`src/rtl/mem_lsu_align_if.sv`:
```
// Request/response/memory bundle for mem_lsu_align. The slave modport is the
// alignment block; the master modport is the side that issues requests and owns the memory.
interface mem_lsu_align_if #(
    parameter int ADDR_W = 10
) ();
    // Both channels transfer on a rising clk edge where valid && ready.
    // Once raised, valid and its payload stay stable until that edge.
    logic              req_valid;
    logic              req_ready;
    logic              req_we;
    logic [1:0]        req_size;
    logic              req_unsigned;
    logic [ADDR_W-1:0] req_addr;
    logic [31:0]       req_wdata;

    logic              rsp_valid;
    logic              rsp_ready;
    logic [31:0]       rsp_rdata;
    logic              rsp_err;

    logic [ADDR_W-3:0] mem_addr;
    logic              mem_wr;
    logic              mem_c_en;
    logic [3:0]        mem_w_mask;
    logic [31:0]       mem_wr_data;
    logic [31:0]       mem_rd_data;

    modport slave (
        input  req_valid, req_we, req_size, req_unsigned, req_addr, req_wdata,
        input  rsp_ready, mem_rd_data,
        output req_ready, rsp_valid, rsp_rdata, rsp_err,
        output mem_addr, mem_wr, mem_c_en, mem_w_mask, mem_wr_data
    );

    modport master (
        output req_valid, req_we, req_size, req_unsigned, req_addr, req_wdata,
        output rsp_ready, mem_rd_data,
        input  req_ready, rsp_valid, rsp_rdata, rsp_err,
        input  mem_addr, mem_wr, mem_c_en, mem_w_mask, mem_wr_data
    );
endinterface

```
`src/rtl/mem_lsu_align.sv`:
```
// Byte-addressed load/store alignment in front of a 256x32 byte-masked memory.
// Optional MEM_LSU_MISALIGN_TRAP_EN rejects misaligned and reserved-size requests.
module mem_lsu_align #(
    parameter int ADDR_W = 10
) (
    input  logic                  clk,
    input  logic                  rst,
    mem_lsu_align_if.slave        bus,
    output logic [1:0]            state_dbg
);
    typedef enum logic [1:0] {IDLE = 2'd0, ACCESS = 2'd1, DATA = 2'd2, RESP = 2'd3} state_t;

    state_t            state, state_nxt;
    logic              accept, rsp_hs, reject;
    logic              we_q, uns_q;
    logic [1:0]        size_q, lane_q;
    logic [31:0]       rdata_q;
    logic [ADDR_W-3:0] addr_q;
    logic              c_en_q, wr_q;
    logic [3:0]        mask_q, mask_nxt;
    logic [31:0]       wdata_q, wdata_nxt;
    logic [4:0]        shamt;
    logic [31:0]       shifted, load_ext;

    assign bus.req_ready = (state == IDLE) && !rst;
    assign accept        = bus.req_valid && bus.req_ready;
    assign rsp_hs        = (state == RESP) && bus.rsp_ready;

    assign bus.rsp_valid   = (state == RESP);
    assign bus.rsp_rdata   = rdata_q;
    assign bus.mem_addr    = addr_q;
    assign bus.mem_c_en    = c_en_q;
    assign bus.mem_wr      = wr_q;
    assign bus.mem_w_mask  = mask_q;
    assign bus.mem_wr_data = wdata_q;
    assign state_dbg       = state;

`ifdef MEM_LSU_MISALIGN_TRAP_EN
    logic err_q;

    assign reject = (bus.req_size == 2'b11) ||
                    ((bus.req_size == 2'b01) && bus.req_addr[0]) ||
                    ((bus.req_size == 2'b10) && (bus.req_addr[1:0] != 2'b00));

    always_ff @(posedge clk) begin
        if (rst)         err_q <= 1'b0;
        else if (accept) err_q <= reject;
        else if (rsp_hs) err_q <= 1'b0;
    end

    assign bus.rsp_err = err_q;
`else
    assign reject      = 1'b0;
    assign bus.rsp_err = 1'b0;
`endif

    always_ff @(posedge clk) begin
        if (rst) state <= IDLE;
        else     state <= state_nxt;
    end

    always_comb begin
        state_nxt = state;
        case (state)
            IDLE:    if (accept) state_nxt = reject ? RESP : ACCESS;
            ACCESS:  state_nxt = we_q ? RESP : DATA;
            DATA:    state_nxt = RESP;
            RESP:    if (bus.rsp_ready) state_nxt = IDLE;
            default: state_nxt = IDLE;
        endcase
    end

    // Lane mask and replicated store data, computed from the live request.
    always_comb begin
        mask_nxt  = 4'b0000;
        wdata_nxt = 32'h0;
        case (bus.req_size)
            2'b00: begin
                mask_nxt  = 4'b0001 << bus.req_addr[1:0];
                wdata_nxt = {4{bus.req_wdata[7:0]}};
            end
            2'b01: begin
                mask_nxt  = bus.req_addr[1] ? 4'b1100 : 4'b0011;
                wdata_nxt = {2{bus.req_wdata[15:0]}};
            end
            default: begin
                mask_nxt  = 4'b1111;
                wdata_nxt = bus.req_wdata;
            end
        endcase
    end

    // Halves ignore addr[0] and words ignore addr[1:0] when misaligned requests are allowed.
    always_comb begin
        shamt = 5'd0;
        case (size_q)
            2'b00:   shamt = {lane_q, 3'b000};
            2'b01:   shamt = {lane_q[1], 4'b0000};
            default: shamt = 5'd0;
        endcase
        shifted  = bus.mem_rd_data >> shamt;
        load_ext = shifted;
        case (size_q)
            2'b00:   load_ext = uns_q ? {24'h0, shifted[7:0]} : {{24{shifted[7]}}, shifted[7:0]};
            2'b01:   load_ext = uns_q ? {16'h0, shifted[15:0]} : {{16{shifted[15]}}, shifted[15:0]};
            default: load_ext = shifted;
        endcase
    end

    always_ff @(posedge clk) begin
        if (rst) begin
            we_q    <= 1'b0;
            uns_q   <= 1'b0;
            size_q  <= 2'b00;
            lane_q  <= 2'b00;
            rdata_q <= 32'h0;
            addr_q  <= '0;
            c_en_q  <= 1'b0;
            wr_q    <= 1'b0;
            mask_q  <= 4'b0000;
            wdata_q <= 32'h0;
        end else begin
            c_en_q  <= 1'b0;
            wr_q    <= 1'b0;
            mask_q  <= 4'b0000;
            wdata_q <= 32'h0;
            if (accept) begin
                we_q    <= bus.req_we;
                uns_q   <= bus.req_unsigned;
                size_q  <= bus.req_size;
                lane_q  <= bus.req_addr[1:0];
                rdata_q <= 32'h0;
                if (!reject) begin
                    addr_q  <= bus.req_addr[ADDR_W-1:2];
                    c_en_q  <= 1'b1;
                    wr_q    <= bus.req_we;
                    mask_q  <= mask_nxt;
                    wdata_q <= wdata_nxt;
                end
            end
            if (state == DATA) rdata_q <= load_ext;
            if (rsp_hs)        rdata_q <= 32'h0;
        end
    end
endmodule

```
`src/flat_wrapper.sv`:
```
// flat-port wrapper written by rule: the top's interface ports become plain ports
module mem_lsu_align_flat 
#(
    parameter int ADDR_W = 10
)
  (clk, rst, state_dbg, bus_req_valid, bus_req_we, bus_req_size, bus_req_unsigned, bus_req_addr, bus_req_wdata, bus_rsp_ready, bus_mem_rd_data, bus_req_ready, bus_rsp_valid, bus_rsp_rdata, bus_rsp_err, bus_mem_addr, bus_mem_wr, bus_mem_c_en, bus_mem_w_mask, bus_mem_wr_data);
  mem_lsu_align_if #(.ADDR_W(ADDR_W)) bus_i ();
  input  logic clk;
  input  logic rst;
  output logic [1:0] state_dbg;
  input wire logic [$bits(bus_i.req_valid)-1:0] bus_req_valid;
  input wire logic [$bits(bus_i.req_we)-1:0] bus_req_we;
  input wire logic [$bits(bus_i.req_size)-1:0] bus_req_size;
  input wire logic [$bits(bus_i.req_unsigned)-1:0] bus_req_unsigned;
  input wire logic [$bits(bus_i.req_addr)-1:0] bus_req_addr;
  input wire logic [$bits(bus_i.req_wdata)-1:0] bus_req_wdata;
  input wire logic [$bits(bus_i.rsp_ready)-1:0] bus_rsp_ready;
  input wire logic [$bits(bus_i.mem_rd_data)-1:0] bus_mem_rd_data;
  output wire logic [$bits(bus_i.req_ready)-1:0] bus_req_ready;
  output wire logic [$bits(bus_i.rsp_valid)-1:0] bus_rsp_valid;
  output wire logic [$bits(bus_i.rsp_rdata)-1:0] bus_rsp_rdata;
  output wire logic [$bits(bus_i.rsp_err)-1:0] bus_rsp_err;
  output wire logic [$bits(bus_i.mem_addr)-1:0] bus_mem_addr;
  output wire logic [$bits(bus_i.mem_wr)-1:0] bus_mem_wr;
  output wire logic [$bits(bus_i.mem_c_en)-1:0] bus_mem_c_en;
  output wire logic [$bits(bus_i.mem_w_mask)-1:0] bus_mem_w_mask;
  output wire logic [$bits(bus_i.mem_wr_data)-1:0] bus_mem_wr_data;
  assign bus_i.req_valid = bus_req_valid;
  assign bus_i.req_we = bus_req_we;
  assign bus_i.req_size = bus_req_size;
  assign bus_i.req_unsigned = bus_req_unsigned;
  assign bus_i.req_addr = bus_req_addr;
  assign bus_i.req_wdata = bus_req_wdata;
  assign bus_i.rsp_ready = bus_rsp_ready;
  assign bus_i.mem_rd_data = bus_mem_rd_data;
  assign bus_req_ready = bus_i.req_ready;
  assign bus_rsp_valid = bus_i.rsp_valid;
  assign bus_rsp_rdata = bus_i.rsp_rdata;
  assign bus_rsp_err = bus_i.rsp_err;
  assign bus_mem_addr = bus_i.mem_addr;
  assign bus_mem_wr = bus_i.mem_wr;
  assign bus_mem_c_en = bus_i.mem_c_en;
  assign bus_mem_w_mask = bus_i.mem_w_mask;
  assign bus_mem_wr_data = bus_i.mem_wr_data;
  mem_lsu_align #(.ADDR_W(ADDR_W)) u_core (.clk(clk), .rst(rst), .bus(bus_i), .state_dbg(state_dbg));
endmodule
```
`config.mk`:
```
export PLATFORM = sky130hd
export DESIGN_NAME = mem_lsu_align_flat
export DESIGN_NICKNAME = d
export VERILOG_FILES = /design/src/rtl/mem_lsu_align_if.sv /design/src/rtl/mem_lsu_align.sv /design/src/flat_wrapper.sv
export SDC_FILE = /design/constraint.sdc
export NUM_CORES = 1
export LEC_CHECK = 0
export ABC_AREA = 1
export BUFFER_PORTS_ARGS = -buffer_cell sky130_fd_sc_hd__buf_2
export CORE_ASPECT_RATIO = 0.9
export CORE_UTILIZATION = 51
export DETAILED_ROUTE_END_ITERATION = 12
export HOLD_SLACK_MARGIN = 0.03
export PLACE_DENSITY = 0.81
export SYNTH_ARGS = -nofsm -noshare
export SYNTH_HDL_FRONTEND = slang
export SYNTH_SLANG_ARGS = --single-unit
```
`constraint.sdc`:
```
create_clock -name clk -period 4.2 [get_ports clk]
set_input_delay 0.63 -clock clk [delete_from_list [all_inputs] [get_ports clk]]
set_output_delay 0.63 -clock clk [all_outputs]
set_load 0.005 [all_outputs]
```
Word-level counts from Yosys, hierarchy flattened
Cells that the tools add are included.
Word-level totals
  logic and storage cells: 46
  register bits after elaboration: 86
Cells by class
  reductions and logical operators: 11
  equal/unequal tests: 7
  bitwise operators: 1
  shift-type cells: 2
  multiplexer cells: 14
Operators by type and width (number)
  32-bit two-way mux: 4
  32-bit one-hot mux with 2 select lines: 2
  32-bit by 5-bit >> shifter with 32-bit output: 1
  5-bit one-hot mux with 2 select lines: 1
  2-bit one-hot mux with 4 select lines: 1
  4-bit one-hot mux with 2 select lines: 1
  2-bit by 1-bit == test with 1-bit output, second input constant: 3
  2-bit logical NOT: 3
  2-bit == test, second input constant: 2
  2-bit two-way mux: 2
  4-bit two-way mux: 1
  2-bit OR reduction: 2
  1-bit by 2-bit << shifter with 4-bit output, first input constant: 1
  1-bit logical AND: 3
  1-bit two-way mux: 2
  2-bit by 1-bit inequality test with 1-bit output, second input constant: 1
  2-bit inequality test, second input constant: 1
  2-bit AND reduction: 1
  2-bit nonzero test: 1
  1-bit logical NOT: 1
  1-bit NOT: 1

Depth between registers and ports, before layout
  depth in word-level cells: 6
  depth in mapped cells: 11
  mapped depth without buffers: 9

Worst setup path before layout
Ideal clock, no wire load.
  path kind: reg-to-reg
  from: register u_core.state[0] (netlist: u_core.state_dbg[0])
  to: register u_core.rdata_q[21] (netlist: u_core.bus.rsp_rdata[21])
  path buffers: 1
  arrival: 1572 ps
  data required time: 4129 ps
  library setup time: 71 ps
  cell stages (with the launch flop): 11
  path slack: 2557 ps
  path through: dfxtp_1 inv_1 ha_1 inv_1 nor2_1 nand2_1 nand2_1 inv_1 clkbuf_1 nand2_1 a21oi_2
Between the ends
  longest elaborated chain between the ends: 4
  elaborated cells between the ends (all ways): 9
  those cells by class: 2 x eq/ne; 1 x mux; 6 x reduce/logical
Ends and longest elaborated chain
  from (decl): RTL line mem_lsu_align.sv:13  | state_t state, state_nxt;
  from (signal assigned): RTL line mem_lsu_align.sv:59  | else state <= state_nxt;
  2-bit logical NOT: RTL line mem_lsu_align.sv:25  | assign bus.req_ready = (state == IDLE) && !rst;
  1-bit logical AND: RTL line mem_lsu_align.sv:25
  net bus_req_ready: RTL line flat_wrapper.sv:19  | output wire logic [$bits(bus_i.req_ready)-1:0] bus_req_ready;
  1-bit logical AND: RTL line mem_lsu_align.sv:26  | assign accept = bus.req_valid && bus.req_ready;
  2-bit nonzero test (no line)
  to (signal assigned): RTL line mem_lsu_align.sv:141  | if (state == DATA) rdata_q <= load_ext;
  to (decl): RTL line mem_lsu_align.sv:17  | logic [31:0] rdata_q;
The timed path passes the listed nets, and every way through them passes these cells.
A chain may end at the register's enable or synchronous reset.

Final worst setup path
  from: register u_core.state[0] (netlist: u_core.state_dbg[0])
  to: register u_core.rdata_q[27] (netlist: u_core.bus.rsp_rdata[27])
Between the ends
  longest elaborated chain between the ends: 4
  elaborated cells between the ends (all ways): 9
  those cells by class: 2 x eq/ne; 1 x mux; 6 x reduce/logical
Ends and longest elaborated chain (RTL line)
  2-bit logical NOT: mem_lsu_align.sv:25
  1-bit logical AND: mem_lsu_align.sv:25
  1-bit logical AND: mem_lsu_align.sv:26
  2-bit nonzero test (no line)
Parallel ways exist; a longest one is shown, timed or not.

==> results.md <==
* Post-layout minimum cycle time at about 2.7 ns
* Gr ovfl total at 0
* Initial antenna violation count at 0
* Chip height at around 84 µm
* Pleak at 2.52 nW
* Final Setup Violations at 0
* Crit path arrival time at ~3 ns
* PortBufs at approximately 160
* Drt wl/cell at ~13 µm
* CTS root buf: clkbuf_8
* Multi-input gate area at roughly 0.0017 mm²
* H-Tree Depth at 3
* Part of the power in combinational logic at roughly 34%
* Worst-Margin Slew at about 0.94 ns
* Async set-reset flop share out of synthesis at 0%
* Die ar. at just under 0.008 mm²
* Main synth FF type: dfxtp_1
* Main combinational cell family by area after synthesis: simple AND/OR/NAND/NOR gates
* Worst Reg-to-Reg Cells at 10
* GR Util met3 at slightly above 6%
* Final hold vios at 0
* Core box area at 0.00715 mm²
* Outcome: complete, no violations
* RSZ-0062 raised after global routing: no
* FF+latch area at roughly 0.0017 mm²
* First-pass GRT wire length at about 16 mm
* Layout cells sized above 1 at between 30% and 40%
* Required time of the critical path at 4.49 ns
* Post-synth EDFFs at 0
* Compound-Gate Fraction of Synth Area at around a fifth
* Placer Congestion at 0.917
* Most frequent cells in the layout: buf_2, nand2_1, dfxtp_1
* Largest net degree at the start of global routing at 50
* Gr usage total at between 20% and 30%
* Fmax at roughly 370 MHz
* Reg-to-reg slack, setup at ~1.5 ns
* Synth-to-Final Area Change at 25.7%
* Internal power at 1.53 mW
* Synthesized area at ~0.0038 mm²
* Final Max Tran Viols at 0
* Critical path class: reg2reg
* Met2 Use GR at about 42%
* Synth Instances at approximately 500
* Synth Net Count at between 500 and 600
* Distinct cells, synth at 31
* DR vias at a little under 4k
* Post-DP HPWL at about 7.4 mm
* Initial core utilization at 53.3%
* Post-synthesis mux area share at 0%
* Post-Synth Simple-Gate Area at roughly a quarter
* Sw frac at 37.5%
* Final critical-path share of the clock period at 63.7%
* Rows at 29
* Power Density at 513 mW/mm²
* Max-cap violations at 0
* Synth Warn # at 0
* Layout Nets at roughly 740
* Worst IR drop on VDD at about 0.33 mV
* Post-CTS Setup Inserts at 0
* Drt total wl at ~10 mm
* Avg Cell Area, Syn at between 7 and 8 µm²
* Vias per cell at roughly 5.2
* Final Skew at around 0.0084 ns
* Residual DRC count at 0
* Boundary pin count at approximately 170
* Yosys reg bits at 86
* Clock network fraction of total power at 24.4%
* P_sw at ~920 µW
* Most used routing layer: met2
* Adder-Cell Fraction of Synth Area at between 1.5 and 2%
* Pwr Total at 2.46 mW
* Antenna viol nets, final at 0
* Pre-antenna DRT Iters at 5
* Setup TNS at 0 ns
* Seq/Total Area, Yosys at a little under half
* # fillers at 611
* Hold Path End: u_core.bus.mem_addr[6]
* Post-Synth XOR/XNOR Area at 0%
* CTS tree: done
* Most common cell after layout, fill and taps aside: buf_2
* Slew headroom at approximately 37%
* Die width at roughly 93 µm
* Number of global-route vias before repair at 3,603
* FF-to-FF Start: u_core.state_dbg[0]
* CP Max Fanout at a little under 50
* Met1 Resource Use GR at 33.2%
* Clock sinks at 86
* Post-CTS Hold Fix Bufs at 0
* Sequential Power Share at approximately two fifths
* Hold Crit Start: bus_req_addr[8]
* CTS clk-pin slew, worst paths at roughly 0.09 ns
* Reg2Reg Capture Point: u_core.bus.rsp_rdata[27]
* Type of origin of the critical path: register
* First DRT Iteration DRCs at between 200 and 300
* WHS Path Cells at 3
* Worst Hold Class: in2reg
* Clk buf depth at 2
* Ant. Diodes at 0
* CTS buffer count at 9
* Critical Path End Type: register
* Post-CTS sizing at 0
* Worst-Skew Late Latency at around 0.35 ns
metal layers:
layer	vias to the layer above	routed length, µm
li1	1949	-
met1	1792	4250
met2	170	4740
met3	28	788
met4	0	267
met5	-	0
sequential cells by signal, summed over array words and instances, names as in the netlist:
signal / count
u_core.lane_q: 2
u_core.state_dbg: 2
u_core.bus.mem_w_mask: 4
u_core.bus.mem_wr: 1
u_core.size_q: 2
u_core.bus.mem_c_en: 1
u_core.bus.mem_addr: 8
u_core.bus.mem_wr_data: 32
u_core.uns_q: 1
u_core.bus.rsp_rdata: 32
u_core.we_q: 1
power by group through the flow:
stage | sequential (mW) | combinational [mW] | clock (mW)
after floorplan | 1.03 | 0.589 | 0
final | 1.01 | 0.842 | 0.600
after global placement | 1.03 | 0.814 | 0
after CTS | 1.01 | 0.841 | 0.609
after detailed placement | 1.03 | 0.837 | 0
after global routing | 1.03 | 0.949 | 0.635
Yosys cell counts (all sizes together) (5+ instances only):
cell | number | area [µm²]
buf | 17 | 123
a31oi | 10 | 62.6
o211ai | 11 | 82.6
a211oi | 8 | 60.1
dfxtp | 86 | 1720
ha | 5 | 62.6
inv | 52 | 195
o21ai | 37 | 185
nor2 | 24 | 103
nand3 | 36 | 215
a21oi | 55 | 313
clkbuf | 15 | 56.3
nand2 | 151 | 599
worst max-delay path: stages (launching register included):
cell and delay (ns):
dfxtp_1 0.44, inv_1 0.12, ha_1 0.21, inv_1 0.08, nor2_1 0.05, nand2_1 0.11, buf_4 0.43, nand2_1 0.10
inv_1 0.70, nand2_1 0.17, a21oi_2 0.17
cell type report:
type,instances,area share (%)
flip-flops and latches,86,36.0
multi-input cells,341,35.8
repair buffers,165,17.4
inverters,53,4.16
clock buffers,9,2.59
well taps,93,2.43
clock inverters,7,1.70
worst max path at each step:
stage,cells past startpoint,start,end,slack [ns]
global placement,7,u_core.state_dbg[0],u_core.bus.rsp_rdata[28],1.69
detailed placement,10,u_core.state_dbg[0],u_core.bus.rsp_rdata[27],1.57
CTS,10,u_core.state_dbg[0],u_core.bus.rsp_rdata[27],1.54
global route,10,u_core.state_dbg[0],u_core.bus.rsp_rdata[27],1.25
floorplan,10,u_core.state_dbg[0],u_core.bus.rsp_rdata[21],2.56
finish,10,u_core.state_dbg[0],u_core.bus.rsp_rdata[27],1.53
metrics by stage:
stage / cell area (µm²) / hold slack (ns) / worst slack (ns) / std cells / util, %
floorplan: 3810 / 0.439 / 2.56 / 512 / -
global placement: 4580 / 0.449 / 1.69 / 738 / 64.1
detailed placement: 4580 / 0.454 / 1.57 / 738 / 64.1
CTS: 4790 / 0.445 / 1.54 / 754 / 67.0
global route: 4790 / 0.451 / 1.25 / 754 / 67.0
finish: 4790 / 0.458 / 1.53 / 754 / 67.0
cells by family (layout without fill, tap and decap cells):
| kind of cell | after synthesis | in the layout |
|---|---|---|
| DFF | 86 | 86 |
| and+or+nand+nor | 211 | 211 |
| other | 1 | 1 |
| AOI/OAI and AO/OA | 124 | 124 |
| buffers and inverters | 85 | 234 |
| adders and majority gates | 5 | 5 |
No activity file was read; power rests on OpenSTA's default activity.
